### src/rtl/icache_scoreboard.sv
// -----------------------------------------------------------------------------
// icache_scoreboard
// In-order response checker for the instruction-cache fetch path. It watches
// the request (addr) and response (data) handshakes without driving them.
// Each accepted address is queued, and the next accepted response is compared
// against the golden word (addr XOR SEED). Errors are reported as a sticky
// flag, and the details of the first error are captured.
//
// Optional feature: define ICACHE_SB_TIMEOUT_EN to add a response watchdog
// that raises error code 6 after TIMEOUT cycles without a response while
// requests are outstanding. Without the macro no watchdog logic is built.
//
// Ports
//   clock, reset                 clock and synchronous active-high reset
//   addr_valid/ready/bits        monitored request channel
//   data_valid/ready/bits        monitored response channel
//   outstanding                  queued requests not yet answered (0..DEPTH)
//   mismatch_pulse               one-cycle pulse, cycle after a bad response
//   err_sticky                   OR of every error seen since reset
//   err_code                     first error: 1 mismatch, 2 overflow,
//                                3 underflow, 4 illegal addr, 5 protocol,
//                                6 timeout
//   err_addr/expected/actual     details captured with the first error
//   checked_count                responses compared, saturating
// -----------------------------------------------------------------------------
module icache_scoreboard #(
    parameter int unsigned ADDR_W     = 32,
    parameter int unsigned DATA_W     = 32,
    parameter int unsigned DEPTH      = 4,
    parameter int unsigned ADDR_LIMIT = 256,
    parameter logic [31:0] SEED       = 32'h5A5A_0000,
    parameter int unsigned TIMEOUT    = 64
) (
    input  logic                       clock,
    input  logic                       reset,
    input  logic                       addr_valid,
    input  logic                       addr_ready,
    input  logic [ADDR_W-1:0]          addr_bits,
    input  logic                       data_valid,
    input  logic                       data_ready,
    input  logic [DATA_W-1:0]          data_bits,
    output logic [$clog2(DEPTH):0]     outstanding,
    output logic                       mismatch_pulse,
    output logic                       err_sticky,
    output logic [2:0]                 err_code,
    output logic [ADDR_W-1:0]          err_addr,
    output logic [DATA_W-1:0]          err_expected,
    output logic [DATA_W-1:0]          err_actual,
    output logic [15:0]                checked_count
);

    localparam int unsigned PTR_W = $clog2(DEPTH);
    localparam int unsigned CNT_W = PTR_W + 1;
    localparam int unsigned GW0   = (ADDR_W > DATA_W) ? ADDR_W : DATA_W;
    localparam int unsigned GW    = (GW0 > 32) ? GW0 : 32;
    localparam logic [ADDR_W:0] LIMIT_X = (ADDR_W+1)'(ADDR_LIMIT);
    localparam logic [CNT_W-1:0] FULL_CNT = CNT_W'(DEPTH);

    localparam logic [2:0] E_NONE     = 3'd0;
    localparam logic [2:0] E_MISMATCH = 3'd1;
    localparam logic [2:0] E_OVERFLOW = 3'd2;
    localparam logic [2:0] E_UNDERFL  = 3'd3;
    localparam logic [2:0] E_ILLEGAL  = 3'd4;
    localparam logic [2:0] E_PROTO    = 3'd5;
    localparam logic [2:0] E_TIMEOUT  = 3'd6;

    logic [ADDR_W-1:0] mem_q [DEPTH];
    logic [ADDR_W-1:0] mem_d [DEPTH];
    logic [PTR_W-1:0]  wr_ptr_q, wr_ptr_d;
    logic [PTR_W-1:0]  rd_ptr_q, rd_ptr_d;
    logic [CNT_W-1:0]  count_q, count_d;
    logic              mismatch_pulse_q, mismatch_pulse_d;
    logic [15:0]       checked_q, checked_d;
    logic              err_sticky_q, err_sticky_d;
    logic [2:0]        err_code_q, err_code_d;
    logic [ADDR_W-1:0] err_addr_q, err_addr_d;
    logic [DATA_W-1:0] err_exp_q, err_exp_d;
    logic [DATA_W-1:0] err_act_q, err_act_d;
    logic              data_stall_q, data_stall_d;
    logic [DATA_W-1:0] data_prev_q, data_prev_d;
    logic              addr_stall_q, addr_stall_d;
    logic [ADDR_W-1:0] addr_prev_q, addr_prev_d;

    logic              push_fire, pop_fire;
    logic              empty, full;
    logic              do_push, do_pop;
    logic              overflow, underflow, illegal, mismatch, proto_err;
    logic              timeout_err;
    logic [ADDR_W-1:0] head;
    logic [DATA_W-1:0] golden;
    logic [GW-1:0]     golden_wide;
    logic [2:0]        new_code;
    logic [ADDR_W-1:0] new_addr;

    assign push_fire = addr_valid & addr_ready;
    assign pop_fire  = data_valid & data_ready;
    assign empty     = (count_q == '0);
    assign full      = (count_q == FULL_CNT);
    assign head      = mem_q[rd_ptr_q];

    // Golden word: address XOR seed, zero-extended or truncated to DATA_W.
    assign golden_wide = GW'(head) ^ GW'(SEED);
    assign golden      = golden_wide[DATA_W-1:0];

    // Queue is judged on its state before this cycle's push, so a push into an
    // empty queue cannot answer a same-cycle response.
    assign underflow = pop_fire & empty;
    assign do_pop    = pop_fire & ~empty;
    // When full, a simultaneous pop makes room, so only push-without-pop overflows.
    assign overflow  = push_fire & full & ~pop_fire;
    assign do_push   = push_fire & ~overflow;
    assign illegal   = push_fire & ((addr_bits[1:0] != 2'b00) |
                                    ({1'b0, addr_bits} >= LIMIT_X));
    assign mismatch  = do_pop & (data_bits != golden);
    assign proto_err = (data_stall_q & (~data_valid | (data_bits != data_prev_q))) |
                       (addr_stall_q & (~addr_valid | (addr_bits != addr_prev_q)));

`ifdef ICACHE_SB_TIMEOUT_EN
    localparam int unsigned TW = $clog2(TIMEOUT + 1);
    localparam logic [TW-1:0] T_MAX = TW'(TIMEOUT);
    logic [TW-1:0] wd_q, wd_d;

    // Saturates at T_MAX so the timeout is flagged only once per stall.
    always_comb begin
        wd_d        = wd_q;
        timeout_err = 1'b0;
        if (empty || pop_fire) begin
            wd_d = '0;
        end else if (wd_q != T_MAX) begin
            wd_d        = wd_q + 1'b1;
            timeout_err = (wd_d == T_MAX);
        end
    end

    always_ff @(posedge clock) begin
        if (reset) wd_q <= '0;
        else       wd_q <= wd_d;
    end
`else
    assign timeout_err = 1'b0;
`endif

    // Highest-priority error this cycle.
    always_comb begin
        new_code = E_NONE;
        new_addr = '0;
        if (mismatch) begin
            new_code = E_MISMATCH;
            new_addr = head;
        end else if (overflow) begin
            new_code = E_OVERFLOW;
            new_addr = addr_bits;
        end else if (underflow) begin
            new_code = E_UNDERFL;
        end else if (illegal) begin
            new_code = E_ILLEGAL;
            new_addr = addr_bits;
        end else if (proto_err) begin
            new_code = E_PROTO;
        end else if (timeout_err) begin
            new_code = E_TIMEOUT;
        end
    end

    always_comb begin
        mem_d    = mem_q;
        wr_ptr_d = wr_ptr_q;
        rd_ptr_d = rd_ptr_q;
        if (do_push) begin
            mem_d[wr_ptr_q] = addr_bits;
            wr_ptr_d        = wr_ptr_q + 1'b1;
        end
        if (do_pop) begin
            rd_ptr_d = rd_ptr_q + 1'b1;
        end
        count_d = count_q + CNT_W'(do_push) - CNT_W'(do_pop);

        mismatch_pulse_d = mismatch;
        checked_d        = checked_q;
        if (do_pop && checked_q != 16'hFFFF) begin
            checked_d = checked_q + 16'd1;
        end

        err_sticky_d = err_sticky_q | (new_code != E_NONE);
        err_code_d   = err_code_q;
        err_addr_d   = err_addr_q;
        err_exp_d    = err_exp_q;
        err_act_d    = err_act_q;
        if (err_code_q == E_NONE && new_code != E_NONE) begin
            err_code_d = new_code;
            err_addr_d = new_addr;
            err_exp_d  = mismatch ? golden    : '0;
            err_act_d  = mismatch ? data_bits : '0;
        end

        data_stall_d = data_valid & ~data_ready;
        data_prev_d  = data_bits;
        addr_stall_d = addr_valid & ~addr_ready;
        addr_prev_d  = addr_bits;
    end

    always_ff @(posedge clock) begin
        if (reset) begin
            for (int i = 0; i < int'(DEPTH); i++) mem_q[i] <= '0;
            wr_ptr_q         <= '0;
            rd_ptr_q         <= '0;
            count_q          <= '0;
            mismatch_pulse_q <= 1'b0;
            checked_q        <= '0;
            err_sticky_q     <= 1'b0;
            err_code_q       <= E_NONE;
            err_addr_q       <= '0;
            err_exp_q        <= '0;
            err_act_q        <= '0;
            data_stall_q     <= 1'b0;
            data_prev_q      <= '0;
            addr_stall_q     <= 1'b0;
            addr_prev_q      <= '0;
        end else begin
            mem_q            <= mem_d;
            wr_ptr_q         <= wr_ptr_d;
            rd_ptr_q         <= rd_ptr_d;
            count_q          <= count_d;
            mismatch_pulse_q <= mismatch_pulse_d;
            checked_q        <= checked_d;
            err_sticky_q     <= err_sticky_d;
            err_code_q       <= err_code_d;
            err_addr_q       <= err_addr_d;
            err_exp_q        <= err_exp_d;
            err_act_q        <= err_act_d;
            data_stall_q     <= data_stall_d;
            data_prev_q      <= data_prev_d;
            addr_stall_q     <= addr_stall_d;
            addr_prev_q      <= addr_prev_d;
        end
    end

    assign outstanding    = count_q;
    assign mismatch_pulse = mismatch_pulse_q;
    assign err_sticky     = err_sticky_q;
    assign err_code       = err_code_q;
    assign err_addr       = err_addr_q;
    assign err_expected   = err_exp_q;
    assign err_actual     = err_act_q;
    assign checked_count  = checked_q;

endmodule

### config.mk
export PLATFORM = sky130hd
export DESIGN_NAME = icache_scoreboard
export DESIGN_NICKNAME = d
export VERILOG_FILES = /design/src/rtl/icache_scoreboard.sv
export SDC_FILE = /design/constraint.sdc
export NUM_CORES = 1
export LEC_CHECK = 0
export BUFFER_PORTS_ARGS = -buffer_cell sky130_fd_sc_hd__buf_2
export CAP_MARGIN = 40
export CORE_MARGIN = 5
export CORE_UTILIZATION = 40
export CTS_BUF_LIST = sky130_fd_sc_hd__clkbuf_2
export DETAILED_ROUTE_END_ITERATION = 12
export PLACE_DENSITY = 0.59
export SYNTH_ARGS = -nofsm -noshare
export SYNTH_HDL_FRONTEND = slang
export SYNTH_SLANG_ARGS = --single-unit
### constraint.sdc
create_clock -name clock -period 3.7 [get_ports clock]
set_clock_uncertainty 0.05 [all_clocks]
set_input_delay 0.37 -clock clock [delete_from_list [all_inputs] [get_ports clock]]
set_output_delay 0.37 -clock clock [all_outputs]
set_load 0.02 [all_outputs]
# Word level (Yosys, flattened, before mapping)
# Cells that the tools add are included.
# word_totals
ff_bits	318
out_inout_bits	120
elab_cells	84
# classes
addsub	5
order_cmp	4
eq_ne	5
muxes	17
bitwise_logic	28
reduce_logical	7
# ops
cell	n
$mux W32	9
$bwmux W128	1
$ne A32 B32 Y1	3
$bmux W32 S2	1
$demux W32 S2	1
$ge A32 B9 Y1 const B	1
$add A16 B1 Y16 const B	1
$ne A16 B16 Y1 const B	1
$mux W3	5
$and A1 B1 Y1	13
$not A8 Y8	1
$not A1 Y1	7
$ge A3 B3 Y1 const B	2
$logic_not A3 Y1	2
$not A2 Y3	2
$or A1 B1 Y1	5
$add A2 B1 Y2 const B	2
$add A3 B1 Y3	1
$eq A3 B3 Y1 const B	1
$logic_and A1 B1 Y1	3
$lt A3 B1 Y1 const B	1
$reduce_bool A3 Y1	1
$sub A3 B1 Y3	1
$reduce_bool A2 Y1	1

# Longest topological paths before layout
# logic_depth
ltp_word	11
ltp_mapped	13
mapped_depth_nobuf	11

# Worst setup path before layout
# Ideal clock, no wire load.
# synth_path
path_kind	reg-to-reg
from	reg rd_ptr_q[0]
to	reg err_exp_q[16] (netlist: err_expected[16])
arrival_time_ns	2.902
setup_slack_ns	0.631
path_stages_with_launch	11
synth_period_minus_slack_ns	3.069
cell_sequence	dfxtp_1 buf_4 mux4_2 xnor2_1 nand4_1 or4_1 o21ai_2 nor3_1 buf_2 buf_2 a22o_1
# synth_between
elab_chain_cells	10
word_cells_on_any_way	11
# synth_lines
element	line_no	rtl
start: declaration	70	logic [PTR_W-1:0] rd_ptr_q, rd_ptr_d;
start signal: assignment	222	rd_ptr_q <= rd_ptr_d;
$not A2 Y3 (implied by the code) *	99	assign head = mem_q[rd_ptr_q];
$bmux W32 S2 *	99	
$mux W32 (implied by the code) * (2 in series)	99	
$not A8 Y8 (no line)	-	
$ne A32 B32 Y1	114	assign mismatch = do_pop & (data_bits != golden);
$and A1 B1 Y1	114	
$mux W3	147	if (mismatch) begin
$reduce_bool A3 Y1	189	if (err_code_q == E_NONE && new_code != E_NONE) begin
$logic_and A1 B1 Y1	189	
end signal: assignment	229	err_exp_q <= err_exp_d;
end: declaration	77	logic [DATA_W-1:0] err_exp_q, err_exp_d;
# Mark *: on every way between the ends. The rest lies on a longest branch, timed or not. The select of a mux whose other input is x is not followed.
# A chain may end at the register's enable or synchronous reset.

# Worst setup path in the final report
# layout_path
from	reg rd_ptr_q[0]
to	reg err_addr_q[23] (netlist: err_addr[23])
# layout_between
elab_chain_cells	10
word_cells_on_any_way	11
# layout_lines
element	line_no	rtl
$not A2 Y3 (implied by the code) *	99	
$bmux W32 S2 *	99	
$mux W32 (implied by the code) * (2 in series)	99	
$not A8 Y8 (no line)	-	
$ne A32 B32 Y1	114	
$and A1 B1 Y1	114	
$mux W3	147	
$reduce_bool A3 Y1	189	
$logic_and A1 B1 Y1	189	
end signal: assignment	228	err_addr_q <= err_addr_d;
end: declaration	76	logic [ADDR_W-1:0] err_addr_q, err_addr_d;
# Marked as above.

==> flow_metrics.py <==
metrics = {
    "status": {
        "outcome": "complete, no violations",
    },
    "critical_path": {
        "required_ns": 4.37,
        "critPathLaunchType": "flip-flop",
        "rrSetupSlack_ns": 0.27,
        "crit_type": "flip-flop to flip-flop",
        "path_max_fanout": 32,
        "worstPathArrival_ns": 4.10,
        "reg2reg_depth": 8,
        "end_kind": "flip-flop",
    },
    "cts": {
        "cts_sinks": 318,
        "cts_tree": "done",
        "cts_max_level": 3,
        "cts_root_buf": "clkbuf_2",
        "numCtsBuffers": 83,
        "clk_pin_slew_worst_paths_ns": 0.10,
        "clk_latency_ns": 0.91,
        "clk_path_buf_depth": 3,
        "post_cts_buffers": 0,
    },
    "floorplanning": {
        "io_pins": 190,
        "core.rowCount": 66,
        "start_util": 0.403,
        "coreArea_um2": 32300,
        "dieArea_um2": 36200,
        "dieWidth_um": 190,
        "die_h_um": 190,
    },
    "yosys": {
        "ys_seq_area_frac": 0.490,
        "ys_warn_count": 0,
        "mappedNetlistArea_um2": 13000,
        "synth_top_area_cell": "dfxtp_1",
        "syn-mean-instance-area_um2": 9.10,
        "synthDistinctLibCells": 44,
        "synth_cells": 1428,
        "synth_seq_cells": 318,
        "async_flop_share": 0,
        "synthFlopType": "dfxtp_1",
        "synth_edf_count": 0,
        "synthTopCellsByArea": "dfxtp_1, nand2_1, a21oi_1, mux4_2, a22o_1",
        "yosys.area.top_type_share": 0.490,
        "syn-num-nets": 1506,
    },
    "timing": {
        "hold_violations": 0,
        "setup_viol": 0,
        "drv_slew": 0,
        "fmax_ghz": 0.292,
        "setup_tns_ns": 0,
        "rsz0062_at_grt": "false",
        "fin_crit_ns": 3.43,
        "relSlewSlack": 0.449,
        "final.period_utilization": 0.927,
        "worstMarginPinSlew_ns": 0.826,
    },
    "route": {
        "wl_um": 42000,
        "drc": 0,
        "routedWlPerCell_um": 19.2,
        "firstDrtPassIters": 5,
        "antenna_left": 0,
        "route.vias.total": 11300,
        "vias_per_cell": 5.15,
        "drtIter0Drc": 1005,
    },
    "min_path": {
        "hold_path.class": "input port to flip-flop",
        "whs_path_depth": 5,
    },
    "layout": {
        "final_core_util": 0.493,
        "final_nets": 1771,
        "synthToLayoutAreaGrowth_pct": 22.4,
        "drive_gt1_frac": 0.233,
    },
    "power_and_ir_drop": {
        "power_density_nw_per_um2": 529,
        "ir_worst_vdd_v": 0.000194,
        "p_leak_uw": 0.00639,
    },
    "placement": {
        "place_hpwl_um": 28800,
        "portBuffers": 189,
        "place_congestion": 0.824,
    },
    "grt": {
        "grtUsageTotal": 0.228,
        "antenna_found_initial": 2,
        "grt_max_degree": 83,
        "grt_pass1_vias": 10900,
        "grt_pass1_wl_um": 64600,
        "grt-ovfl-total": 0,
    },
    "run": {
        "cap_viol_max_count": 0,
    },
}
## path summary, 6_finish.rpt
| kind | from | endpoint |
|---|---|---|
| setup / recovery | rd_ptr_q[0] | err_addr[23] |
| hold / removal | data_valid | err_code[0] |
| setup reg to reg | rd_ptr_q[0] | err_addr[23] |
| hold reg to reg | mem_q[28] | mem_q[28] |
## cell usage in the layout (no fill, tap or decap), types with 3 or more instances in the layout
master | netlist | final
nor2b_1 | 66 | 65
a211oi_1 | 3 | 3
nand4_1 | 17 | 17
buf_12 | 0 | 10
inv_1 | 11 | 11
nor2_1 | 70 | 70
clkinv_2 | 0 | 3
a22o_1 | 66 | 66
clkbuf_2 | 1 | 121
nor3_1 | 41 | 40
xnor2_1 | 60 | 60
xor2_1 | 61 | 61
mux2_2 | 3 | 3
and3_1 | 3 | 3
buf_2 | 13 | 188
a31oi_1 | 4 | 4
a2111oi_0 | 30 | 30
ha_1 | 7 | 7
nand2_1 | 304 | 304
buf_4 | 4 | 39
dfxtp_1 | 318 | 316
nor4_1 | 18 | 18
clkinv_1 | 0 | 7
a21oi_1 | 137 | 137
nand3_1 | 12 | 12
bufinv_16 | 0 | 3
and2_1 | 8 | 8
mux2i_1 | 13 | 13
dlygate4sd3_1 | 0 | 69
mux4_2 | 26 | 26
## metal layers
metal  GRT usage  share of wire
met2       0.373           0.47
met1       0.306           0.44
met5           0              0
met4      0.0646          0.018
met3      0.0496          0.072
## through the flow
step	instance area, µm²	total power, µW	hold WS [ns]	setup WS, ns	std cells
floorplan	13000	5190	0.383	0.631	1428
global placement	14500	5930	0.388	0.264	1981
detailed placement	14500	5940	0.396	0.244	1981
CTS	15900	8510	0.00815	0.171	2188
global route	15900	8880	0.0281	0.0284	2190
finish	15900	8420	0.0740	0.270	2190
## timing repair
action	CTS	global route
resized for setup	0	0
setup endpoints to repair	0	0
hold endpoints to repair	270	0
hold buffers	69	0
## critical path: stages, from the launching register on
cell,delay [ns]
dfxtp_2,0.62
mux4_2,0.69
xnor2_1,0.28
nand4_1,0.12
or4_1,0.62
o21ai_2,0.22
buf_12,0.23
nor2_1,0.05
a2111oi_0,0.40
## registers in the layout, summed over array words and instances, names as in the netlist, 3 cells and up
register and count:
err_addr 32, err_code 3, addr_prev_q 32, outstanding 3, data_prev_q 32, err_actual 32
err_expected 32, checked_count 16, mem_q 128
## report_power, final
part | internal (µW) | switching, µW
clock | 1070 | 1420
combinational | 764 | 1250
sequential | 3710 | 203
## cell usage after synthesis, types with 4 or more instances
cell and instances:
xnor2_1 60, buf_6 6, nor2_1 70, a21oi_1 137, buf_2 13, a31oi_1 4, buf_4 4, dfxtp_1 318
nor2b_1 66, nor3_1 41, buf_1 5, nand2_1 304, ha_1 7, mux2i_1 13, a22o_1 66, nand4_1 17
and2_1 8, clkbuf_1 98, nor4_1 18, mux4_2 26, nand3_1 12, a2111oi_0 30, inv_1 11, xor2_1 61
## layout make-up
cell class,count,area [µm²]
repair buffers,307,2140
well taps,442,553
clock buffers,121,606
inverters,11,41.3
clock inverters,17,155
fillers,3087,16400
diodes,2,5.00
flip-flops and latches,318,6370
multi-input cells,972,6040
## kinds of logic after synthesis
family                   count (synthesis)  synth area share
AND/OR/NAND/NOR                        549             0.189
XOR/XNOR                               121            0.0815
AO/OA/AOI/OAI                          252             0.128
flip-flops                             318             0.490
adder cells (fa/ha/maj)                  8           0.00828
multiplexers                            42            0.0577
buffers and inverters                  138            0.0458
Power figures use the tool's default switching activity.
